--- config.mk ---
export PLATFORM = sky130hd
export DESIGN_NAME = lsu_stage
export DESIGN_NICKNAME = d
export VERILOG_FILES = /design/src/rtl/lsu_pkg.sv /design/src/rtl/lsu_align.sv /design/src/rtl/lsu_stage.sv
export SDC_FILE = /design/constraint.sdc
export NUM_CORES = 1
export LEC_CHECK = 0
export BUFFER_PORTS_ARGS = -buffer_cell sky130_fd_sc_hd__buf_2
export CORE_MARGIN = 3
export CORE_UTILIZATION = 31
export CTS_CLUSTER_DIAMETER = 100
export DETAILED_ROUTE_END_ITERATION = 8
export PLACE_DENSITY = 0.61
export SETUP_SLACK_MARGIN = 0.2
export SLEW_MARGIN = 0
export SYNTH_ARGS = -nofsm -noshare
export SYNTH_HDL_FRONTEND = slang
export SYNTH_SLANG_ARGS = --single-unit
--- constraint.sdc ---
create_clock -name clk -period 2.3 [get_ports clk]
set_input_delay 0.23 -clock clk [delete_from_list [all_inputs] [get_ports clk]]
set_output_delay 0.23 -clock clk [all_outputs]
set_load 0.05 [all_outputs]
--- src/rtl/lsu_pkg.sv ---
// Shared definitions for the load/store stage: FSM encoding, funct3 codes,
// datapath width and the alignment predicate used by the misalign check.
package lsu_pkg;

    localparam int DATA_BUS = 32;

    typedef enum logic [1:0] {
        IDLE = 2'd0,
        REQ  = 2'd1,
        RSP  = 2'd2
    } lsu_state_e;

    localparam logic [2:0] LSU_B  = 3'b000;
    localparam logic [2:0] LSU_H  = 3'b001;
    localparam logic [2:0] LSU_W  = 3'b010;
    localparam logic [2:0] LSU_BU = 3'b100;
    localparam logic [2:0] LSU_HU = 3'b101;

    // Access size lives in funct3[1:0]; bytes can never be misaligned.
    function automatic logic is_misaligned(input logic [2:0] op, input logic [1:0] addr_lo);
        logic mis;
        case (op[1:0])
            2'b01:   mis = addr_lo[0];
            2'b10:   mis = (addr_lo != 2'b00);
            default: mis = 1'b0;
        endcase
        return mis;
    endfunction

endpackage

--- src/rtl/lsu_align.sv ---
// Byte-lane steering: store strobes/data from op/addr/rs2 and the
// sign- or zero-extended load value from op/addr/read word.
module lsu_align
    import lsu_pkg::*;
#(
    parameter int DATA_W = DATA_BUS
) (
    input  logic [2:0]        op_i,
    input  logic [1:0]        addr_lo_i,
    input  logic [DATA_W-1:0] rs2_i,
    input  logic [DATA_W-1:0] rdata_i,
    output logic [3:0]        wstrb_o,
    output logic [DATA_W-1:0] wdata_o,
    output logic [DATA_W-1:0] load_val_o
);

    logic [DATA_W-1:0] shifted;
    logic [4:0]        sh_amt;

    always_comb begin
        wstrb_o = 4'b1111;
        wdata_o = rs2_i;
        case (op_i[1:0])
            2'b00: begin
                wstrb_o = 4'b0001 << addr_lo_i;
                wdata_o = {(DATA_W/8){rs2_i[7:0]}};
            end
            2'b01: begin
                // Upper strobe bits fall off when the halfword crosses lane 3.
                wstrb_o = 4'b0011 << addr_lo_i;
                wdata_o = {(DATA_W/16){rs2_i[15:0]}};
            end
            default: begin
                wstrb_o = 4'b1111;
                wdata_o = rs2_i;
            end
        endcase
    end

    always_comb begin
        sh_amt  = {addr_lo_i, 3'b000};
        shifted = rdata_i >> sh_amt;
        case (op_i)
            LSU_B:   load_val_o = {{(DATA_W-8){shifted[7]}}, shifted[7:0]};
            LSU_H:   load_val_o = {{(DATA_W-16){shifted[15]}}, shifted[15:0]};
            LSU_BU:  load_val_o = {{(DATA_W-8){1'b0}}, shifted[7:0]};
            LSU_HU:  load_val_o = {{(DATA_W-16){1'b0}}, shifted[15:0]};
            default: load_val_o = rdata_i;
        endcase
    end

endmodule

--- src/rtl/lsu_stage.sv ---
// Memory-access pipeline stage: one instruction in flight, single req/rsp
// per load/store, registered results toward writeback.
// Optional misaligned-access trap under `define LSU_MISALIGN_CHECK_EN.
//
// state | meaning
// IDLE  | ready for a new instruction; non-memory ops complete here
// REQ   | memory request presented, waiting for mem_req_ready
// RSP   | request accepted, waiting for mem_rsp_valid
module lsu_stage
    import lsu_pkg::*;
#(
    parameter int ADDR_W = 32,
    parameter int DATA_W = DATA_BUS
) (
    input  logic              clk,
    input  logic              rst,
    input  logic              prev_valid,
    output logic              this_ready,
    output logic              next_valid,
    input  logic              next_ready,
    input  logic              ex_mem_ren,
    input  logic              ex_mem_wen,
    input  logic [2:0]        ex_mem_op,
    input  logic [DATA_W-1:0] ex_alu_result,
    input  logic [DATA_W-1:0] ex_store_data,
    input  logic              ex_reg_wen,
    input  logic [1:0]        ex_reg_wdata_sel,
    input  logic [DATA_W-1:0] ex_csr_rdata,
    output logic              wb_reg_wen,
    output logic [1:0]        reg_wdata_sel,
    output logic [DATA_W-1:0] csr_rdata,
    output logic [DATA_W-1:0] alu_result,
    output logic [DATA_W-1:0] dmem_rdata,
    output logic              mem_req_valid,
    input  logic              mem_req_ready,
    output logic              mem_req_we,
    output logic [ADDR_W-1:0] mem_req_addr,
    output logic [DATA_W-1:0] mem_req_wdata,
    output logic [3:0]        mem_req_wstrb,
    input  logic              mem_rsp_valid,
    input  logic [DATA_W-1:0] mem_rsp_rdata,
    output logic              misalign
);

    lsu_state_e state_q, state_d;

    logic [2:0]        op_q;
    logic [DATA_W-1:0] alu_q, rs2_q, csr_q;
    logic              we_q, reg_wen_q;
    logic [1:0]        sel_q;

    logic              next_valid_q, next_valid_d;
    logic              wb_reg_wen_q, wb_reg_wen_d;
    logic [1:0]        sel_out_q, sel_out_d;
    logic [DATA_W-1:0] csr_out_q, csr_out_d;
    logic [DATA_W-1:0] alu_out_q, alu_out_d;
    logic [DATA_W-1:0] dmem_out_q, dmem_out_d;
    logic              misalign_q, misalign_d;

    logic [3:0]        al_wstrb;
    logic [DATA_W-1:0] al_wdata, al_load;

    logic accept, is_mem_in, mis_in, mem_go, fast_done, mem_done;

    assign accept    = prev_valid && this_ready;
    assign is_mem_in = ex_mem_ren || ex_mem_wen;
`ifdef LSU_MISALIGN_CHECK_EN
    assign mis_in    = is_mem_in && is_misaligned(ex_mem_op, ex_alu_result[1:0]);
`else
    assign mis_in    = 1'b0;
`endif
    assign mem_go    = accept && is_mem_in && !mis_in;
    assign fast_done = accept && !mem_go;
    assign mem_done  = (state_q == RSP) && mem_rsp_valid;

    lsu_align #(.DATA_W(DATA_W)) u_align (
        .op_i       (op_q),
        .addr_lo_i  (alu_q[1:0]),
        .rs2_i      (rs2_q),
        .rdata_i    (mem_rsp_rdata),
        .wstrb_o    (al_wstrb),
        .wdata_o    (al_wdata),
        .load_val_o (al_load)
    );

    always_ff @(posedge clk) begin
        if (rst) state_q <= IDLE;
        else     state_q <= state_d;
    end

    always_comb begin
        state_d = state_q;
        case (state_q)
            IDLE:    if (mem_go)        state_d = REQ;
            REQ:     if (mem_req_ready) state_d = RSP;
            RSP:     if (mem_rsp_valid) state_d = IDLE;
            default:                    state_d = IDLE;
        endcase
    end

    always_comb begin
        this_ready    = (state_q == IDLE) && (!next_valid_q || next_ready);
        mem_req_valid = (state_q == REQ);
        mem_req_we    = 1'b0;
        mem_req_addr  = '0;
        mem_req_wdata = '0;
        mem_req_wstrb = '0;
        if (state_q == REQ) begin
            mem_req_we    = we_q;
            mem_req_addr  = {alu_q[ADDR_W-1:2], 2'b00};
            mem_req_wdata = al_wdata;
            mem_req_wstrb = al_wstrb;
        end
    end

    // Fields of an accepted memory instruction, held until it retires.
    always_ff @(posedge clk) begin
        if (rst) begin
            op_q      <= '0;
            alu_q     <= '0;
            rs2_q     <= '0;
            csr_q     <= '0;
            we_q      <= 1'b0;
            reg_wen_q <= 1'b0;
            sel_q     <= '0;
        end else if (mem_go) begin
            op_q      <= ex_mem_op;
            alu_q     <= ex_alu_result;
            rs2_q     <= ex_store_data;
            csr_q     <= ex_csr_rdata;
            we_q      <= ex_mem_wen && !ex_mem_ren;
            reg_wen_q <= ex_reg_wen;
            sel_q     <= ex_reg_wdata_sel;
        end
    end

    always_comb begin
        next_valid_d = next_valid_q;
        wb_reg_wen_d = wb_reg_wen_q;
        sel_out_d    = sel_out_q;
        csr_out_d    = csr_out_q;
        alu_out_d    = alu_out_q;
        dmem_out_d   = dmem_out_q;
        misalign_d   = misalign_q;
        if (fast_done) begin
            next_valid_d = 1'b1;
            wb_reg_wen_d = ex_reg_wen && !mis_in;
            sel_out_d    = ex_reg_wdata_sel;
            csr_out_d    = ex_csr_rdata;
            alu_out_d    = ex_alu_result;
            dmem_out_d   = '0;
            misalign_d   = mis_in;
        end else if (mem_done) begin
            next_valid_d = 1'b1;
            wb_reg_wen_d = reg_wen_q;
            sel_out_d    = sel_q;
            csr_out_d    = csr_q;
            alu_out_d    = alu_q;
            dmem_out_d   = we_q ? '0 : al_load;
            misalign_d   = 1'b0;
        end else if (next_ready) begin
            next_valid_d = 1'b0;
            wb_reg_wen_d = 1'b0;
            misalign_d   = 1'b0;
        end
    end

    always_ff @(posedge clk) begin
        if (rst) begin
            next_valid_q <= 1'b0;
            wb_reg_wen_q <= 1'b0;
            sel_out_q    <= '0;
            csr_out_q    <= '0;
            alu_out_q    <= '0;
            dmem_out_q   <= '0;
            misalign_q   <= 1'b0;
        end else begin
            next_valid_q <= next_valid_d;
            wb_reg_wen_q <= wb_reg_wen_d;
            sel_out_q    <= sel_out_d;
            csr_out_q    <= csr_out_d;
            alu_out_q    <= alu_out_d;
            dmem_out_q   <= dmem_out_d;
            misalign_q   <= misalign_d;
        end
    end

    assign next_valid    = next_valid_q;
    assign wb_reg_wen    = wb_reg_wen_q;
    assign reg_wdata_sel = sel_out_q;
    assign csr_rdata     = csr_out_q;
    assign alu_result    = alu_out_q;
    assign dmem_rdata    = dmem_out_q;
    assign misalign      = misalign_q;

endmodule
# Yosys cells after proc, flatten, opt, wreduce, memory -nomap -nowiden
# Cells that the tools add are included.
[classes]
n_addsub = 0
multipliers = 0
n_div = 0
magnitude_cmp = 0
n_eq_ne = 9
shift = 3
n_mux = 23
bitwise_logic = 0
n_reduce_logical = 18
[ops]
columns = ["operator", "n"]
rows = [
  ["2-to-1 mux 32 bit", 7],
  ["case mux 32 bit (4 select lines)", 1],
  ["case mux 32 bit (2 select lines)", 1],
  [">> shifter 32 x 5 -> 16 bit", 1],
  ["2-to-1 mux 2 bit", 5],
  ["case mux 4 bit (2 select lines)", 1],
  ["equality test 3 bit (second input constant)", 2],
  ["logical AND 1 bit", 6],
  ["2-to-1 mux 1 bit", 6],
  ["case mux 2 bit (3 select lines)", 1],
  ["equality test 2 x 1 -> 1 bit (second input constant)", 2],
  ["zero test 2 bit", 2],
  ["2-to-1 mux 4 bit", 1],
  ["!= test 2 bit (second input constant)", 2],
  ["left shift 1 x 2 -> 4 bit (first input constant)", 1],
  ["left shift 2 x 2 -> 4 bit (first input constant)", 1],
  ["equality test 3 x 1 -> 1 bit (second input constant)", 1],
  ["zero test 1 bit", 3],
  ["zero test 3 bit", 1],
  ["AND reduction 3 bit", 1],
  ["nonzero test 3 bit", 1],
  ["equality test 2 bit (second input constant)", 1],
  ["logical OR 1 bit", 2],
  ["!= test 2 x 1 -> 1 bit (second input constant)", 1],
  ["other kinds (2)", 2],
]
[word_totals]
ff_bits = 205
latchBits = 0
ram_bits = 0
rom_bits = 0
in_bits = 142
output_inout_bits = 172
wordCells = 67
memories = 0

# Logic depth before layout (Yosys ltp)
# Gate-level depths: netlist (run 1).
[logic_depth]
ltp_word = 8
depth_mapped = 6
ltp_nobuf = 4

# Cells and area by module
# Synthesis (run 1) repeated with hierarchy kept, for this count alone.
[unflattened]
cells_unflattened = 1306
hier_area_um2 = 10874.2
[modules_own_cells]
columns = ["mod", "instances", "cells_each", "area_each_um2"]
rows = [
  ["lsu_stage", 1, 1110, 9514.1],
  ["lsu_align", 1, 196, 1360.1],
]

# Worst setup path before layout (run 1)
# Ideal clock, no wire load.
[synth_path]
kind = "register to output"
from = "reg state_q[1]"
to = "out mem_req_wstrb[0]"
arrival_time_ns = 1.898
t_required_ns = 2.070
slack_ns = 0.172
stages_incl_launch_ff = 6
cell_sequence = "dfxtp_1 -> nand2b_1 -> clkbuf_1 -> inv_1 -> clkbuf_1 -> and2_1"
[synth_via]
elab_chain_len = 2
[synth_lines]
columns = ["element", "line_no", "text"]
rows = [
  ["start: declaration", "lsu_stage.sv:45", "lsu_state_e state_q, state_d;"],
  ["start signal: assignment", "lsu_stage.sv:88", "else state_q <= state_d;"],
  ["equality test 2 x 1 -> 1 bit", "--", ""],
  ["net mem_req_valid", "lsu_stage.sv:34", "output logic mem_req_valid,"],
  ["2-to-1 mux 4 bit", "lsu_stage.sv:108", "if (state_q == REQ) begin"],
  ["end: declaration", "lsu_stage.sv:39", "output logic [3:0] mem_req_wstrb,"],
]
# The timed path passes the listed nets, and every way through them passes these cells.

# Final worst setup path (run 1)
[layout_path]
from = "reg op_q[0]"
to = "out mem_req_wstrb[2]"
[layout_via]
elab_chain_len = 3
word_cells_on_any_way = 4
classes_between = "1 x eq/ne; 2 x mux; 1 x reduce/logical"
[layout_lines]
columns = ["element", "line_no", "text"]
rows = [
  ["start: declaration", "lsu_stage.sv:47", "logic [2:0] op_q;"],
  ["start signal: assignment", "lsu_stage.sv:127", "op_q <= ex_mem_op;"],
  ["equality test 2 x 1 -> 1 bit / zero test 2 bit (equally long branches)", "lsu_align.sv:23", "case (op_i[1:0])"],
  ["case mux 4 bit (2 select lines) (*)", "lsu_align.sv:23", ""],
  ["2-to-1 mux 4 bit (*)", "lsu_stage.sv:108", ""],
]
# Every way passes the cells marked *; elsewhere a longest branch is shown, timed or not.

==> impl_results.md, run 1 <==
* Status: complete, no violations
* Number of CTS-inserted buffers at 24
* Non-Filler Instances at approximately 1900
* Routed Antenna Nets at 0
* Switching share of total power at between 20% and 30%
* Post-synthesis mux area share at 3.514%
* HPWL after detailed placement at 20420 µm
* Worst setup path class: flip-flop to primary output
* DRC at 0
* Vias at 9724
* Routed wl met2 at 14400 µm
* Yosys cell types at 47
* Post-synthesis async set-or-reset flop share at 0%
* CTS Sinks at 205
* Sum Neg Setup Slack at 0 ns
* Synth Area in Compound Gates at 20.86%
* Final Skew at 0.008258 ns
* Crit path max fanout at 12
* Vias in the first global route at slightly above 9000
* Syn-to-layout area delta at 43.00%
* Root buf cell: clkbuf_16
* Via-to-Cell Ratio at between 5 and 6
* Clk network pwr share at 41.4%
* MaxCap Viol Count at 0
* Placed cells at between 1500 and 2000
* Final GP Congestion at 0.8451
* Synth Area in Simple Gates at 24.60%
* Initial Util at 32.02%
* Hold Path Stages at 3
* Wl on met1 at 13540 µm
* RSZ-0062 raised after global routing: no
* Top Layer Used: met4
* Min Tclk post-route at 1.988 ns
* Antenna violations before repair at 3
* Number of port buffers at 310
* Largest net degree at the start of global routing at 127
* Die width at roughly 180 µm
* Core ar. at 28240 µm²
* Syn Area/Cell at 7.716 µm²
* Clock Path Buffers at 3
* Final setup vio count at 0
* Post-Syn Area at 9044 µm²
* Adder-cell share of the synthesized area at 0%
* Actual slew at the worst max-slew pin at slightly above 0.9 ns
* Later-pin clock latency in the skew report at 0.51 ns
* Drt total wl at 31710 µm
* Reg2Reg Setup Slack at between 0.4 and 0.5 ns
* Die Area at 31260 µm²
* Fill cell count at approximately 2900
* Drt wl/cell at between 15 and 20 µm
* Main combinational cell family by area after synthesis: simple AND/OR/NAND/NOR gates
* Clk pin slew, worst setup/hold paths at 0.06 ns
* Max Slew Vio Count at 0
* Synth Area in XOR/XNOR at 0%
* H-tree Lvls at 1
* HP Start: mem_rsp_rdata[9]
* Synth Warn # at 0
* Leak at 5.583 nW
* Die extent in y at between 150 and 200 µm
* Relative slew slack at 38.70%
* GRT Util Overall at 19.05%
* PwrDens at 729.8 nW/µm²
* Fmax at 503.0 MHz
* Worst Path Required at 2.07 ns
* Synth Flop Type: dfxtp_1
* Post-synth EDFFs at 0
* Grt ovf at 0
* Internal power at 6.717 mW
* Row count at 61
* Crit. End Element: primary output
* CTS tree: done
* Reg area at 4114 µm²
* Logic pwr share at 17.5%
* Design Power at 9.438 mW
* Post-Synthesis Cells at 1172
* Hold EP: dmem_rdata[9]
* Fin crit share at between 80% and 90%
* Peak VDD IR at 0.0005707 V
* Nets@finish at 1674
* Largest stage delay on the critical path at 0.36 ns
* Number of synthesized register bits at 205
* CP Cell Sequence: buf_4, nor2b_1, nand2_1, a31oi_2, buf_4
* Layout cell share with drive strength beyond 1 at 26.15%
* RR Startpoint: op_q[0]
* Multi-input combinational cell area at 4521 µm²
* Pre-antenna DRT Iters at 5
* Seq pwr share at 41.1%
* Initial drt markers at 700
* Met3 Routed Length at 2588 µm
* Worst EP arrival at 1.76 ns
* Worst path slowest cell: dfxtp_2
* Worst hold-check path type: input pin to flip-flop
* Final hold vios at 0
* Sw power at 2.721 mW
* First-pass GRT wire length at 48850 µm
* CP dominant cell by count: buf_4
* Worst setup SP type: flip-flop
* Part of the Yosys area used for sequential elements at a little under half
* RR Endpoint: dmem_rdata[16]
* Worst-case reg-to-reg path depth at 5
* IO Pins at 314
-- Yosys cell counts, drive strengths merged, types with 6 or more instances --
master,number,area (µm²)
o2bb2ai,12,105.1
a211oi,8,60.06
nor2,98,370.4
and3,18,112.6
dfxtp,205,4104
o21ai,24,120.1
a311oi,66,578.1
a211o,16,140.1
and2,40,250.2
buf,58,277.8
inv,12,45.04
clkbuf,49,183.9
mux2i,25,250.2
nand2b,6,37.54
nand2,357,1340
a21oi,138,690.7
a2bb2oi,7,61.31
-- worst max-delay path by stage --
stage	to	cells after the start	startpoint
after global routing	mem_req_wdata[9]	6	op_q[0]
final	mem_req_wstrb[2]	5	op_q[0]
after global placement	dmem_rdata[7]	5	next_ready
after CTS	mem_req_wdata[15]	6	op_q[0]
after detailed placement	dmem_rdata[7]	5	next_ready
after floorplan	mem_req_wdata[15]	5	op_q[1]
-- area by class of cell --
| cell class | instances | area share [%] |
|---|---|---|
| diodes | 2 | 0.03870 |
| clock buffers | 33 | 5.215 |
| clock inverters | 10 | 1.093 |
| inverters | 12 | 0.3773 |
| multi-input cells | 850 | 34.96 |
| flip-flops and latches | 205 | 31.81 |
| well taps | 378 | 3.657 |
| repair buffers | 439 | 22.85 |
-- repair_timing --
| item | in CTS | in global routing |
|---|---|---|
| endpoints found under the setup margin | 58 | 84 |
| hold buffers | 104 | 0 |
| gates resized for setup | 19 | 12 |
| hold endpoints to repair | 145 | 0 |
| setup buffers | 1 | 1 |
-- cell usage in the layout, fill, tap and decap left out, drive strengths merged, types with 2 or more instances in the layout --
cell,n
a211o,16
a211oi,8
a21oi,138
a2bb2oi,7
a311oi,66
a31oi,2
and2,40
and3,18
buf,334
bufinv,3
clkbuf,34
clkinv,5
clkinvlp,3
conb,3
dfxtp,205
diode,2
dlygate4sd3,104
inv,11
mux2,2
mux2i,25
mux4,2
nand2,357
nand2b,6
nor2,98
nor2b,5
nor3,2
o21ai,24
o21bai,2
o2bb2ai,12
-- power by group through the flow --
stage | combinational, mW | clock (mW) | sequential, mW
floorplan | 0.752 | 0 | 4.17
global placement | 1.47 | 0 | 3.95
detailed placement | 1.48 | 0 | 3.96
CTS | 1.63 | 4.02 | 3.88
global route | 1.77 | 4.17 | 3.91
finish | 1.65 | 3.91 | 3.88
-- kinds of logic after synthesis --
| logic type | Yosys count |
|---|---|
| compound gates | 286 |
| buf+inv | 119 |
| flops | 205 |
| mux | 29 |
| other cells | 1 |
| simple gates | 532 |
-- worst max-delay path, delay by kind of cell (launching register included) --
kind,cells,cell delay [ns]
AND/OR/NAND/NOR,2,0.26
buffers and inverters,2,0.42
AO/OA/AOI/OAI,1,0.21
flip-flops,1,0.36
-- state kept, by name, indices dropped and copies added (netlist names), 2 cells and up --
register	cells
sel_q	2
op_q	3
rs2_q	32
state_q	2
dmem_rdata	32
alu_q	32
csr_rdata	32
csr_q	32
alu_result	32
reg_wdata_sel	2
-- through the flow --
stage          setup slack [ns]  util, %  cell area [µm²]  hold slack [ns]
2_1_floorplan            0.2015        -             9081           0.3266
3_3_place_gp             0.2896    38.80            10960           0.4384
5_1_grt                  0.2140    45.79            12930          0.01121
4_1_cts                  0.2031    45.61            12880        0.0008633
3_5_place_dp             0.2666    38.80            10960           0.4450
6_report                 0.3121    45.80            12930          0.02961
-- metal layers --
metal	track usage (%)	vias to the layer above
li1	-	4706
met4	6.743	0
met5	0	-
met1	24.66	4527
met3	4.633	80
met2	31.02	411
(Power assumes the default switching activity.)
==> run 2: changes to the inputs <==
--- a/config.mk
+++ b/config.mk
@@ -11,4 +11,5 @@
 export CTS_CLUSTER_DIAMETER = 100
 export DETAILED_ROUTE_END_ITERATION = 8
+export GPL_ROUTABILITY_DRIVEN = 0
 export PLACE_DENSITY = 0.61
 export SETUP_SLACK_MARGIN = 0.2
==> constraint.sdc (replaced) <==
create_clock -name clk -period 2.3 [get_ports clk]
set_input_delay 0.23 -clock clk [delete_from_list [all_inputs] [get_ports clk]]
set_output_delay 0.23 -clock clk [all_outputs]
set_load 0.01 [all_outputs]
==> impl_results.md, run 2 (synthesized netlist as in run 1, its figures left out) <==
* Status: complete, no violations
* Non-Filler Instances at slightly below 2000
* Die width at 176.8 µm
* Final Hold Slack at 0.03394 ns
* Die extent in y at between 150 and 200 µm
* Commonest non-fill, non-tap cell in the layout: nand2_1
* CTS tree: done
* Placed cells at 1781
* Later-pin clock latency in the skew report at 0.50 ns
* Number of CTS-inserted buffers at 23
* CTS Sinks at 205
* Initial Util at 32.02%
* Sum Neg Setup Slack at 0 ns
* Clock Path Buffers at 3
* Crit. End Element: primary output
* Max Slew Vio Count at 0
* Via-to-Cell Ratio at 5.032
* Final setup margin at between 0.2 and 0.3 ns
* Crit path max fanout at 10
* Final setup vio count at 0
* Util after Layout at 45.11%
* Fmax at 499.1 MHz
* Place WS at 0.4132 ns
* Relative slew slack at between 30 and 40%
* Antenna violations before repair at 1
* Worst Path Required at 2.07 ns
* Pre-antenna DRT Iters at 5
* Fin crit share at 87.11%
* Drt total wl at roughly 32000 µm
* Min Tclk post-route at 2.004 ns
* Drt wl/cell at 16.43 µm
* HPWL after detailed placement at between 20000 and 25000 µm
* Grt ovf at 0
* Nets@finish at 1674
* DRC at 0
* Worst setup SP type: flip-flop
* Root buf cell: clkbuf_16
* Row count at 61
* Peak VDD IR at roughly 0.00052 V
* IO Pins at 314
* Vias at 9691
* Final hold vios at 0
* Routed Antenna Nets at 0
* RSZ-0062 raised after global routing: yes
* Most frequent cells in the layout: nand2_1 (357), buf_2 (309), dfxtp_1 (202)
* Worst hold-check path type: input pin to flip-flop
* Worst setup path class: flip-flop to primary output
* First-pass GRT wire length at 49790 µm
* Actual slew at the worst max-slew pin at 0.9300 ns
* MaxCap Viol Count at 0
* Number of port buffers at 310
* H-tree Lvls at 1
* Core ar. at about 28000 µm²
* Vias in the first global route at 9415
* PwrDens at 693.2 nW/µm²
* Syn-to-layout area delta at 40.87%
* Initial drt markers at roughly 650
* Die Area at between 30000 and 40000 µm²
* GRT Util Overall at 19.24%
* Largest net degree at the start of global routing at about 120
* Clk pin slew, worst setup/hold paths at around 0.06 ns
* Worst EP arrival at ~1.8 ns
* Final Skew at between 0.009 and 0.01 ns
* Layout cell share with drive strength beyond 1 at 25.15%
* Leak at 5.541 nW
## run 2: cell types whose count changed in the layout (fill, tap and decap cells not counted), sizes merged
cell and change:
bufinv -1, clkbuf +1, clkinv -3, buf +3, dlygate4sd3 -1, clkinvlp -1
diode -1
## run 2: final cells by class
type | count | area [µm²]
clock buffer | 35 | 660.6
multi-input combinational | 850 | 4481
clock inverter | 5 | 77.57
inverter | 12 | 48.80
tap | 378 | 473.0
antenna | 1 | 2.502
sequential | 205 | 4110
fill | 2804 | 15500
timing repair buffer | 440 | 2887
## run 2: final timing paths
kind,from,endpoint,slack (ns),cells after the start
setup / recovery,alu_q[0],mem_req_wstrb[2],0.30,4
hold / removal,mem_rsp_rdata[13],dmem_rdata[13],0.03,3
setup reg to reg,op_q[0],dmem_rdata[21],0.39,5
hold reg to reg,dmem_rdata[4],dmem_rdata[4],0.45,2
## run 2: metrics by stage
| step | cell area [µm²] | total power [mW] |
|---|---|---|
| 2_1_floorplan | 9051 | 4.599 |
| 3_3_place_gp | 10930 | 5.085 |
| 3_5_place_dp | 10930 | 5.100 |
| 4_1_cts | 12720 | 8.946 |
| 5_1_grt | 12740 | 9.257 |
| 6_report | 12740 | 8.832 |
## run 2: worst max-delay path: stages, from the launching register on
cell and delay [ns]:
dfxtp_2 0.46, buf_4 0.21, nand2b_1 0.29, a31oi_1 0.14, buf_2 0.17
## run 2: timing repair
action,in CTS,in global routing
endpoints found under the hold margin,106,0
resized for setup,5,5
setup endpoints to repair,34,7
buffers inserted,1,0
hold buffers,103,0
## run 2: per-layer routing
layer / wire length (µm) / up-vias / GRT usage (%)
li1: - / 4695 / -
met4: 863 / 0 / 5.630
met5: 0 / - / 0
met1: 13510 / 4551 / 24.58
met3: 2720 / 60 / 5.041
met2: 14540 / 385 / 32.03
## run 2: power by group
| group | leakage, nW | internal [mW] | switching [mW] |
|---|---|---|---|
| logic | 3.51 | 0.563 | 0.734 |
| registers | 1.67 | 3.75 | 0.133 |
| clock network | 0.358 | 2.19 | 1.46 |
| total | 5.54 | 6.50 | 2.33 |
==> run 3: changes to the inputs <==
CORE_UTILIZATION = 53   (was 31)
PLACE_DENSITY = 0.81   (was 0.61)
SYNTH_HIERARCHICAL = 1   (was not set)
==> impl_results.md, run 3 <==
* Status: complete, no violations
* Final Skew at roughly 0.013 ns
* Leak at 5.451 nW
* Hold Path Stages at 3
* Final setup margin at 0.1735 ns
* Post-synth EDFFs at 0
* Most frequent cells in the layout: buf_2 (310), dfxtp_1 (201), nand2_1 (197)
* Min Tclk post-route at 2.127 ns
* Crit path max fanout at 16
* RSZ-0062 raised after global routing: yes
* Seq pwr share at 42.9%
* Fill cell count at ~1600
* Logic pwr share at 17.9%
* Antenna violations before repair at 9
* Hold EP: csr_rdata[2]
* Number of CTS-inserted buffers at 23
* Die extent in y at 149.2 µm
* Die Area at approximately 22000 µm²
* IO Pins at 314
* Largest net degree at the start of global routing at 112
* First-pass GRT wire length at 54520 µm
* Number of port buffers at 310
* Row count at 51
* Peak VDD IR at 0.0004901 V
* Part of the Yosys area used for sequential elements at a little under two fifths
* Later-pin clock latency in the skew report at 0.50 ns
* Routed Antenna Nets at 0
* Final Hold Slack at 0.04561 ns
* MaxCap Viol Count at 0
* Crit. End Element: primary output
* HPWL after detailed placement at 21380 µm
* Fin crit share at 92.46%
* Top cells by count, synth: dfxtp_1 (205), nand2_1 (197), clkbuf_1 (128), nand2b_1 (116), nor4_1 (102)
* Final hold vios at 0
* Grt ovf at 0
* Synth Flop Type: dfxtp_1
* H-tree Lvls at 1
* Drt wl/cell at 19.61 µm
* Fmax at 470.3 MHz
* Synth Warn # at 6
* Worst setup path class: flip-flop to primary output
* Commonest non-fill, non-tap cell in the layout: buf_2
* Syn Area/Cell at roughly 8.3 µm²
* Actual slew at the worst max-slew pin at 0.7638 ns
* RR Startpoint: state_q[1]
* Synth area leaders: dfxtp_1 (38%), nand2_1 (6.8%), nand2b_1 (6.7%), nor4_1 (5.9%), a31o_1 (5.6%)
* Multi-input combinational cell area at 5997 µm²
* Post-Syn Area at between 10000 and 15000 µm²
* PwrDens at 680.3 nW/µm²
* Worst path slowest cell: dfxtp_4
* Post-Synthesis Cells at approximately 1300
* HP Start: ex_csr_rdata[2]
* Initial drt markers at 741
* CTS Sinks at around 210
* Initial Util at 54.97%
* Post-synthesis async set-or-reset flop share at 0%
* Sum Neg Setup Slack at 0 ns
* Worst EP arrival at 1.90 ns
* Drt total wl at 35260 µm
* Design Power at approximately 9 mW
* Clk pin slew, worst setup/hold paths at 0.06 ns
* Reg area at 4116 µm²
* Max Slew Vio Count at 0
* Switching share of total power at 28.21%
* Sw power at 2.565 mW
* Relative slew slack at between 40% and 50%
* Top cell type's share of synthesized area at 37.74%
* Reg2Reg Setup Slack at 0.33 ns
* Worst Path Required at 2.07 ns
* GRT Util Overall at just under 30%
* Nets@finish at 1656
* Clk network pwr share at between 30% and 40%
* Worst-case reg-to-reg path depth at 5
* Yosys cell types at 45
* Clock Path Buffers at 3
* Most common cell in the netlist: dfxtp_1
* CP Cell Sequence: buf_12, nor2b_1, buf_4, a211o_1, and2_1, buf_2
* Core ar. at approximately 20000 µm²
* Worst setup SP type: flip-flop
* Pre-antenna DRT Iters at 6
* CTS tree: done
* Via-to-Cell Ratio at 6.159
* Number of synthesized register bits at 205
* Layout cell share with drive strength beyond 1 at 30.69%
* Largest stage delay on the critical path at 0.37 ns
* RR Endpoint: we_q
* Internal power at about 6.5 mW
* Vias in the first global route at 10400
* Final setup vio count at 0
* Place WS at 0.3459 ns
* Vias at about 11000
* Syn-to-layout area delta at 22.92%
* Die width at 149.2 µm
* DRC at 0
* Worst hold-check path type: input pin to flip-flop
* Root buf cell: clkbuf_16
* Post-synth top area cell: dfxtp_1
==> run 3: changes by cell type after synthesis, moves of 66 or more <==
cell      delta
nand2_1    -160
a31oi_1     +66
nor2_1      -91
nand2b_1   +110
a31o_1      +69
nor4_1     +102
clkbuf_1    +79
o41ai_1     +67
a21oi_1    -103
==> run 3: worst max path at each step <==
stage	from	to	slack [ns]	cells after the start
after floorplan	state_q[1]	rs2_q[22]	0.55	7
after global placement	alu_q[0]	dmem_rdata[17]	0.40	5
after detailed placement	alu_q[0]	dmem_rdata[25]	0.35	5
after CTS	alu_q[1]	mem_req_wstrb[2]	0.08	6
after global routing	alu_q[0]	mem_req_wstrb[2]	0.14	6
final	alu_q[0]	mem_req_wstrb[2]	0.17	6
==> run 3: routing by layer <==
metal / up-vias / GRT usage (%) / share of wire (%)
li1: 5172 / - / -
met1: 5272 / 37.92 / 40
met2: 523 / 47.86 / 47
met3: 94 / 6.685 / 9.1
met4: 12 / 11.12 / 3.3
met5: - / 0 / 0.25
==> run 3: cell families (layout without fill, tap and decap cells) <==
family | Yosys count | after routing | share of synthesized area [%]
simple gates | 545 | 545 | 27.17
compound gates | 332 | 332 | 23.10
flops | 205 | 205 | 37.74
buf+inv | 180 | 400 | 7.709
mux | 43 | 43 | 4.246
other cells | 1 | 8 | 0.03449
==> run 3: cell type report <==
type / instances / share of cell area (%)
Antenna cell: 5 / 0.09361
Clock buffer: 32 / 4.858
Clock inverter: 7 / 0.5336
Inverter: 9 / 0.2715
Multi-Input combinational cell: 923 / 44.87
Sequential cell: 205 / 30.80
Tap cell: 265 / 2.481
Timing Repair Buffer: 352 / 16.10
==> run 3: power by group through the flow <==
stage	Sequential [mW]	Combinational (mW)	Clock [mW]
after CTS	3.90	1.59	3.62
after global routing	3.93	1.75	3.74
after floorplan	3.96	1.01	0
after global placement	3.97	1.51	0
final	3.90	1.63	3.56
after detailed placement	3.97	1.54	0
==> run 3: stage by stage <==
stage,cell area [µm²],utilization [%],cells
after floorplan,10880,-,1308
after global placement,12460,62.99,1746
after detailed placement,12460,62.99,1746
after CTS,13280,67.13,1790
after global routing,13360,67.53,1795
final,13370,67.57,1798
==> run 3: what timing repair did <==
action / in CTS / in global routing
hold endpoints to repair: 2 / 0
buffers inserted: 1 / 2
gates cloned: 1 / 1
endpoints found under the setup margin: 59 / 24
pin swaps: 0 / 0
hold buffers: 3 / 0
gates resized for setup: 7 / 11
==> run 3: critical path: cells and delay by family (launching register included) <==
kind                   cells  cell delay [ns]
AO/OA/AOI/OAI              1             0.29
buffers and inverters      3             0.45
flip-flops                 1             0.37
AND/OR/NAND/NOR            2             0.29
